`src/rtl/if_stage_buf.sv`:
```
// rtl/if_stage_buf.sv - fetch/decode stage buffer with valid/ready handshake and 2-entry skid
module if_stage_buf #(
   parameter int                    WORD_WIDTH = 32,
   parameter logic [WORD_WIDTH-1:0] RESET_PC   = '0,
   parameter int                    CNT_W      = 8
) (
   input  logic                  clk,
   input  logic                  rst_n,
   input  logic                  freeze,
   input  logic                  flush,
   input  logic                  in_valid,
   output logic                  in_ready,
   input  logic [WORD_WIDTH-1:0] pc_in,
   input  logic [WORD_WIDTH-1:0] instruction_in,
   output logic                  out_valid,
   input  logic                  out_ready,
   output logic [WORD_WIDTH-1:0] pc,
   output logic [WORD_WIDTH-1:0] instruction,
   output logic [1:0]            occupancy,
   output logic [CNT_W-1:0]      squash_cnt
);

   typedef enum logic [1:0] {
      EMPTY = 2'd0,
      ONE   = 2'd1,
      FULL  = 2'd2
   } state_t;

   state_t                state;
   logic                  out_valid_q;
   logic [WORD_WIDTH-1:0] head_pc;
   logic [WORD_WIDTH-1:0] head_instr;
   logic [WORD_WIDTH-1:0] skid_pc;
   logic [WORD_WIDTH-1:0] skid_instr;
   logic [CNT_W-1:0]      squash_q;
   logic [CNT_W:0]        squash_sum;
   logic [CNT_W-1:0]      squash_next;
   logic                  in_fire;
   logic                  out_fire;

   // in_ready depends only on freeze and registered state, never on out_ready
   assign in_ready = ~freeze & (state != FULL);
   assign in_fire  = in_valid & in_ready;
   assign out_fire = out_valid_q & out_ready & ~freeze;

   // one extra bit catches the carry so the counter saturates instead of wrapping
   assign squash_sum  = (CNT_W+1)'(squash_q) + (CNT_W+1)'(state);
   assign squash_next = squash_sum[CNT_W] ? {CNT_W{1'b1}} : squash_sum[CNT_W-1:0];

   always_ff @(posedge clk or negedge rst_n) begin
      if (!rst_n) begin
         state       <= EMPTY;
         out_valid_q <= 1'b0;
         head_pc     <= RESET_PC;
         head_instr  <= '0;
         skid_pc     <= '0;
         skid_instr  <= '0;
         squash_q    <= '0;
      end else if (!freeze) begin
         if (flush) begin
            state       <= EMPTY;
            out_valid_q <= 1'b0;
            head_pc     <= RESET_PC;
            head_instr  <= '0;
            skid_pc     <= '0;
            skid_instr  <= '0;
            squash_q    <= squash_next;
         end else begin
            case (state)
               EMPTY: begin
                  if (in_fire) begin
                     head_pc     <= pc_in;
                     head_instr  <= instruction_in;
                     state       <= ONE;
                     out_valid_q <= 1'b1;
                  end
               end
               ONE: begin
                  if (in_fire && out_fire) begin
                     head_pc    <= pc_in;
                     head_instr <= instruction_in;
                  end else if (in_fire) begin
                     skid_pc    <= pc_in;
                     skid_instr <= instruction_in;
                     state      <= FULL;
                  end else if (out_fire) begin
                     state       <= EMPTY;
                     out_valid_q <= 1'b0;
                  end
               end
               FULL: begin
                  if (out_fire) begin
                     head_pc    <= skid_pc;
                     head_instr <= skid_instr;
                     state      <= ONE;
                  end
               end
               default: begin
                  state       <= EMPTY;
                  out_valid_q <= 1'b0;
               end
            endcase
         end
      end
   end

   assign out_valid   = out_valid_q;
   assign pc          = head_pc;
   assign instruction = head_instr;
   assign occupancy   = state;
   assign squash_cnt  = squash_q;

endmodule

```
`config.mk`:
```
export PLATFORM = sky130hd
export DESIGN_NAME = if_stage_buf
export DESIGN_NICKNAME = d
export VERILOG_FILES = /design/src/rtl/if_stage_buf.sv
export SDC_FILE = /design/constraint.sdc
export NUM_CORES = 1
export LEC_CHECK = 0
export ABC_AREA = 1
export BUFFER_PORTS_ARGS = -buffer_cell sky130_fd_sc_hd__buf_2
export CORE_MARGIN = 2
export CORE_UTILIZATION = 45
export CTS_BUF_LIST = sky130_fd_sc_hd__clkbuf_4 sky130_fd_sc_hd__clkbuf_8 sky130_fd_sc_hd__clkbuf_16
export CTS_CLUSTER_SIZE = 24
export DETAILED_ROUTE_END_ITERATION = 16
export GPL_TIMING_DRIVEN = 0
export PLACE_DENSITY = 0.72
export SYNTH_ARGS = -nofsm -noshare
export SYNTH_HDL_FRONTEND = slang
export SYNTH_SLANG_ARGS = --single-unit
```
`constraint.sdc`:
```
create_clock -name clk -period 1.9 [get_ports clk]
set_clock_uncertainty 0.15 [all_clocks]
set_input_delay 0.38 -clock clk [delete_from_list [all_inputs] [get_ports clk]]
set_output_delay 0.38 -clock clk [all_outputs]
set_load 0.05 [all_outputs]
```
Word level (Yosys, flattened, before mapping)
Cells that the tools add are included.
- bitwise operators: 5
- reductions and logical operators: 10
- add/subtract/negate cells: 1
- mux-type cells: 30
- equality and inequality tests: 12
- operators by type and width (operator ; number):
    $mux 32 ; 14
    $pmux 32 s3 ; 2
    $ne 3x3->1 const B ; 6
    $mux 2 ; 6
    $reduce_and 5->1 ; 2
    $add 8x2->9 ; 1
    $mux 8 ; 1
    $ne 2x2->1 const B ; 3
    $pmux 2 s3 ; 1
    $reduce_and 6->1 ; 1
    $mux 1 ; 5
    $and 1x1->1 ; 4
    $ne 4x4->1 const B ; 1
    $reduce_and 4->1 ; 1
    $reduce_bool 2->1 ; 2
    $reduce_bool 4->1 ; 1
    $pmux 1 s3 ; 1
    $eq 2x1->1 const B ; 1
    $eq 2x2->1 const B ; 1
    $logic_not 2->1 ; 1
    $reduce_and 2->1 ; 1
    $logic_and 1x1->1 ; 1
    $not 1->1 ; 1
- bits of input ports: 70
- word-level logic and storage cells: 65
- register bits: 139

Depth between registers and ports, before layout
Gate-level depths: netlist of the first run.
- depth in word-level cells: 7
- mapped depth: 10
- mapped depth without buffers: 9

Worst setup path before layout of the first run
OpenSTA, ideal clock, no wires.
- kind: reg-to-reg
- from: register state[0], in the netlist occupancy[0]
- to: register squash_q[5], in the netlist squash_cnt[5]
- slack: -0.384 ns
- cell stages (with the launch flop): 9
- path buffers: 0
- data arrival time: 2.061 ns
- clock period less this slack: 2.284 ns
- path through: dfrtp_1 > ha_1 > inv_1 > fa_1 > nor3_1 > nand2_1 > nor2_1 > nand3_1 > nand3_1
- word-level cells in the longest chain between the ends: 2
- ends and longest elaborated chain (element ; line ; source):
    start: declaration ; 29 ; state_t state;
    start signal: assignment ; 52 ; state <= EMPTY;
    start signal: assignment ; 61 ; state <= EMPTY;
    start signal: assignment ; 74 ; state <= ONE;
    $add 8x2->9 ; 47 ; assign squash_sum = (CNT_W+1)'(squash_q) + (CNT_W+1)'(state);
    $mux 8 ; 48 ; assign squash_next = squash_sum[CNT_W] ? {CNT_W{1'b1}} : squash_sum[CNT_W-1:0];
    end signal: assignment ; 67 ; squash_q <= squash_next;
    end: declaration ; 35 ; logic [CNT_W-1:0] squash_q;
Every way passes these cells.
A chain may end at the register's enable or synchronous reset.

Worst setup path in the final report of the first run
- from: register state[0], in the netlist occupancy[0]
- to: register squash_q[4], in the netlist squash_cnt[4]
The elaborated chain is that of the path after synthesis.

==> flow_summary.toml, run 1 <==
[yosys]
synthTopCellsByArea = "dfrtp_1, nand2_1, nand3_1"
yosysMostFrequentCell = "nand2_1"
synth_common_cells = "nand2_1, dfrtp_1, nand3_1, nor2_1, a21oi_1"
synth_top_cell_area_share_pct = 53.13
avgSynthCellArea_um2 = 8.112
ys_warn_count = 0
syn_area_um2 = 6546
syn-num-nets = 880
synth_top_area_cell = "dfrtp_1"
synth_seq_area_share_pct = 53.13
synth.distinct_cells = 26
synthArstFlopShare_pct = 100.0
synth_flop_cell = "dfrtp_1"
synthCells = 807
ys_seq_elements = 139
synth-edff-count = 0

[timing]
tightest_slew_ps = 657.6
final.period_utilization_pct = 98.85
fin_ws_ps = 21.80
rsz0062_at_grt = "yes"
finalSetupViolCount = 0
relSlewSlack_pct = 56.16
report.final.slew_viol_count = 0
finalHoldViolCount = 0
max_freq_ghz = 0.5324
hold_ws_ps = 74.69
period_minus_slack_ps = 1878

[final_layout]
n_fill_cell = 1299
syn_to_final_growth_pct = 29.51
fin_cells = 1173
antenna_cells = 0
fin_nets = 1049
drive_gt1_share_pct = 28.21
utilization_pct = 59.00
regArea_um2 = 3483
multiInputGateArea_um2 = 2818

[worst_setup_path]
rrSetupSlack_ps = 20
worstPathArrival_ps = 2090
crit_slowest_cell = "dfrtp_2"
critPathKind = "reg2reg"
required_ps = 2110
critPathMaxStageDelay_ps = 450
crit_start = "occupancy[0]"
startpoint_type = "flip-flop"
cp_max_fo = 6
endpoint_kind = "flip-flop"
reg2reg_from = "occupancy[0]"
worstPathCellList = "ha_4, inv_2, fa_2, nor3_4, nand2_2, nor2_4, nand3_4, o21ai_1"

[clock_network]
cts_made_buffers = 17
path_clk_slew_ps = 60
htreeDepth = 4
tritoncts = "built"
cts.sinks = 139
worstSkewPairLatency_ps = 430
clk_path_buf_depth = 2
root_buffer = "clkbuf_16"

[detailed_routing]
dr.pass1.iters = 5
final_antenna_net_count = 0
wl_per_cell_um = 15.78
drc = 0
wirelength_mm = 18.51
vias = 6279
via_per_inst = 5.353
drtIter0Drc = 736

[global_routing]
grt-busiest-layer = "met2"
use_met1_pct = 34.49
grt_overflow_total = 0
grt_pass1_vias = 6075
grtUsageMet3_pct = 5.412
grt_max_degree = 99
antenna_found_initial = 0
grt_pass1_wl_mm = 30.53
met2_usage_pct = 37.45
grt_usage_pct = 24.45

[pwr]
ir_worst_vdd_v = 0.0007013
p_per_area_nw_per_um2 = 1509
leakagePower_nw = 4.598

[die]
start_util_pct = 45.56
ios = 146
core-area_um2 = 14370
fp.dieW_um = 124.6
dieArea_um2 = 15530
die_h_um = 124.6
rows = 44

[worst_hold_path]
worstHoldStart = "instruction_in[13]"
hold_path.class = "in2reg"

[status]
status = "finished, final reports clean"

[placed_design]
io_buffers = 145
dpl.cell_count = 1137
post-dp-hpwl_mm = 12.34
dp_slack_ps = -221.7
gp_congestion = 0.8524

[run]
drv_cap = 0
==> power breakdown <==
group          leakage, nW  switching, mW  total (mW)  internal [mW]
Clock                0.333           1.27        3.85           2.58
Sequential            1.86          0.474        4.18           3.71
Combinational         2.41           3.56        4.76           1.20
Total                 4.60           5.31        12.8           7.48
==> state kept, by name, summed over array words and instances, names as in the netlist <==
register	count
instruction	32
pc	32
skid_instr	32
skid_pc	32
squash_cnt	8
occupancy	2
out_valid	1
==> layer usage <==
layer | share of wire (%) | wire length [µm]
met4 | 1.7 | 311
met2 | 47 | 8659
met3 | 5.9 | 1091
met1 | 46 | 8451
met5 | 0 | 0
==> worst paths after layout <==
path | cells after the start | to
worst max-delay path | 8 | squash_cnt[4]
worst min-delay path | 3 | skid_instr[13]
worst max register to register | 8 | squash_cnt[4]
worst min register to register | 2 | pc[12]
max in group asynchronous | 3 | instruction[14]
min in group asynchronous | 2 | pc[15]
==> repair_timing <==
| action | 4_1_cts | 5_1_grt |
|---|---|---|
| pin swaps | 1 | 1 |
| setup buffers | 1 | 1 |
| hold buffers | 1 | 0 |
| gates cloned | 1 | 0 |
| resized for setup | 16 | 49 |
| setup endpoints to repair | 83 | 111 |
| hold endpoints to repair | 41 | 0 |
==> final cells by class <==
type / instances / area share (%)
Tap cell: 184 / 2.715
Clock buffer: 21 / 5.593
Buffer: 62 / 4.634
Inverter: 19 / 0.8707
Timing Repair Buffer: 150 / 9.342
Clock inverter: 11 / 2.524
Sequential cell: 139 / 41.09
Multi-Input combinational cell: 587 / 33.23
==> stage by stage <==
stage	setup TNS, ps	total power, mW	area (µm²)
floorplan	-4.934	7.572	6583
global placement	-241370	8.761	7538
detailed placement	-6829	8.842	7572
CTS	-143.7	12.77	8317
global route	-1791	13.43	8478
finish	0	12.79	8478
==> worst max-delay path, delay by kind of cell, from the launching register on <==
| family | cells | cell delay, ps |
|---|---|---|
| adder cells (fa/ha/maj) | 2 | 530 |
| buffers and inverters | 1 | 30 |
| AND/OR/NAND/NOR | 4 | 540 |
| flip-flops | 1 | 450 |
| AO/OA/AOI/OAI | 1 | 100 |
==> kinds of logic (layout without fill, tap and decap cells) <==
kind of cell,count (synthesis),count (layout),share of synthesized area [%]
fa+ha+maj,3,3,0.6880
flops,139,139,53.13
buf+inv,81,263,6.231
compound gates,138,138,11.03
simple gates,446,446,28.92
==> cell usage in the layout, fill, tap and decap left out, drive strengths merged <==
cell	count
fa	1
inv	19
o31ai	1
dfrtp	139
dlygate4sd3	1
buf	196
nand2	221
a21o	1
a21oi	67
nor2	75
nand4	7
clkinv	3
clkinvlp	2
clkbuf	36
nand3	140
bufinv	6
or2	2
nor3	1
o21ai	69
ha	2
Note: power is estimated with default switching activity, not from simulation.
==> run 2, diff against run 1 <==
- ABC_AREA: 1 -> 0
- PLACE_DENSITY: 0.72 -> 0.71
==> run 2 against run 1 <==
The run now ends with negative setup slack left. Combinational power decreased by 40%. Critical path depth decreased by 3. Non-clock buffer count increased by 3. Flip-flop and latch count unchanged. Utilization increased by 1.8 points. Critical path type is now reg2out.
==> flow_summary.toml, run 2 <==
[worst_setup_path]
endpoint_kind = "primary output"
startpoint_type = "flip-flop"
required_ps = 1370
worstPathArrival_ps = 1530
critPathKind = "reg2out"
cp_max_fo = 2

[clock_network]
cts_made_buffers = 17
path_clk_slew_ps = 60
clk_path_buf_depth = 2
tritoncts = "built"
worstSkewPairLatency_ps = 420
htreeDepth = 4
cts.sinks = 139
root_buffer = "clkbuf_16"

[placed_design]
gp_congestion = 0.7787
placed_cell_area_um2 = 8005
dpl.cell_count = 900
dp_slack_ps = -378.8
post-dp-hpwl_mm = 11.42
io_buffers = 144

[pwr]
power_mw = 10.62
ir_worst_vdd_v = 0.0006553
pwr-share-clk_pct = 35.0
seq_power_share_pct = 38.1
p_per_area_nw_per_um2 = 1150
combPwrFrac_pct = 26.9
p_int_mw = 7.059
swShare_pct = 33.56
switching_power_mw = 3.565
leakagePower_nw = 3.978

[yosys]
synth_top_area_cell = "dfrtp_1"
avgSynthCellArea_um2 = 12.34
synth_common_cells = "dfrtp_1, mux2i_1, nand2_1, o21ai_1, o2bb2ai_2"
synth_flop_cell = "dfrtp_1"
synthArstFlopShare_pct = 100.0
synth_seq_area_share_pct = 49.72
synthCells = 567
yosysMostFrequentCell = "dfrtp_1"
syn-num-nets = 640
ys_seq_elements = 139
synthTopCellsByArea = "dfrtp_1, mux2i_1, o2bb2ai_2"
synth-edff-count = 0
synth_top_cell_area_share_pct = 49.72
syn_area_um2 = 6995
synth.distinct_cells = 36
ys_warn_count = 0

[global_routing]
grt_usage_pct = 21.76
grt_pass1_wl_mm = 28.09
grt_pass1_vias = 5340
antenna_found_initial = 2
grt_max_degree = 89
grt_overflow_total = 0

[die]
dieArea_um2 = 16560
rows = 45
core-area_um2 = 15200
die_h_um = 128.7
ios = 146
start_util_pct = 46.02
fp.dieW_um = 128.7

[detailed_routing]
wirelength_mm = 17.86
drtIter0Drc = 288
vias = 5250
drc = 0
wl_per_cell_um = 18.65
final_antenna_net_count = 0
via_per_inst = 5.480
dr.pass1.iters = 4

[run]
drv_cap = 0

[timing]
finalSetupTns_ps = -2483
finalHoldViolCount = 0
max_freq_ghz = 0.4852
hold_ws_ps = 101.6
rsz0062_at_grt = "yes"
tightest_slew_ps = 517.0
finalSetupViolCount = 54
final.period_utilization_pct = 108.5
period_minus_slack_ps = 2061
report.final.slew_viol_count = 0
fin_ws_ps = -161.1
relSlewSlack_pct = 65.53

[final_layout]
multiInputGateArea_um2 = 3251
final_cell_mix = "buf_2, dfrtp_1, mux2i_1"
utilization_pct = 60.77
n_fill_cell = 1198
regArea_um2 = 3483
antenna_cells = 0
design_area_um2 = 9238
drive_gt1_share_pct = 41.17
layout_commonest_cell = "buf_2"
syn_to_final_growth_pct = 32.05
fin_nets = 830
fin_cells = 958

[status]
status = "finished, violations left"
violations = "negative setup slack"

[worst_hold_path]
hold_path.class = "in2reg"
[run 2: cell types whose count changed after synthesis, moves of 6 or more]
cell       change
a21oi_1       -58
buf_1         -10
buf_12         +6
buf_2         -14
inv_1          -9
mux2i_1      +129
nand2_1      -147
nand3_1      -135
nand4_1        -7
nor2_1        -65
o21ai_0       -47
o21ai_1       +48
o2bb2ai_2     +60
[run 2: worst paths after layout]
check,start,to,slack (ps),depth (start not counted)
max in group asynchronous,rst_n,skid_instr[5],470,3
min in group asynchronous,rst_n,pc[3],320,2
max reg2reg,occupancy[0],skid_pc[4],-100,9
min,pc_in[20],skid_pc[20],100,3
min reg2reg,pc[27],pc[27],340,1
max,occupancy[1],in_ready,-160,5
[run 2: routing by layer]
layer  global-route usage [%]  share of wire, %
met5                        0             0.073
met4                    6.074               1.6
met3                    6.819               5.8
met2                    34.80                48
met1                    28.78                44
[run 2: power by group through the flow]
stage | clock network (mW) | logic (mW) | registers (mW)
after global routing | 3.87 | 3.09 | 4.13
after CTS | 3.76 | 2.76 | 4.03
after global placement | 0 | 2.54 | 4.03
final | 3.72 | 2.86 | 4.05
after detailed placement | 0 | 2.61 | 4.07
after floorplan | 0 | 1.19 | 4.76
[run 2: cells by family (layout without fill, tap and decap cells)]
| family | count (synthesis) | in the layout | synth area share [%] |
|---|---|---|---|
| compound gates | 149 | 149 | 19.94 |
| xor+xnor | 2 | 2 | 0.2504 |
| fa+ha+maj | 3 | 3 | 0.6438 |
| buf+inv | 50 | 253 | 5.420 |
| flops | 139 | 139 | 49.72 |
| mux | 129 | 129 | 18.46 |
| simple gates | 95 | 95 | 5.563 |
[run 2: worst max-delay path: stages, from the launching register on]
cell and delay (ps):
dfrtp_2 400, and2b_2 210, buf_6 130, buf_12 120, nor2_4 100, buf_8 160
[run 2: final cells by class]
| type | count | share of cell area (%) |
|---|---|---|
| clock buffer | 21 | 5.066 |
| inverter | 6 | 0.2438 |
| sequential | 139 | 37.71 |
| clock inverter | 11 | 2.059 |
| timing repair buffer | 175 | 13.25 |
| tap | 188 | 2.546 |
| buffer | 40 | 3.941 |
| multi-input combinational | 378 | 35.19 |
[run 2: timing repair]
item / 4_1_cts / 5_1_grt
setup buffers: 7 / 15
hold endpoints to repair: 51 / 0
resized for setup: 33 / 41
pin swaps: 1 / 6
setup endpoints to repair: 122 / 127
hold buffers: 1 / 0
cloned: 5 / 3
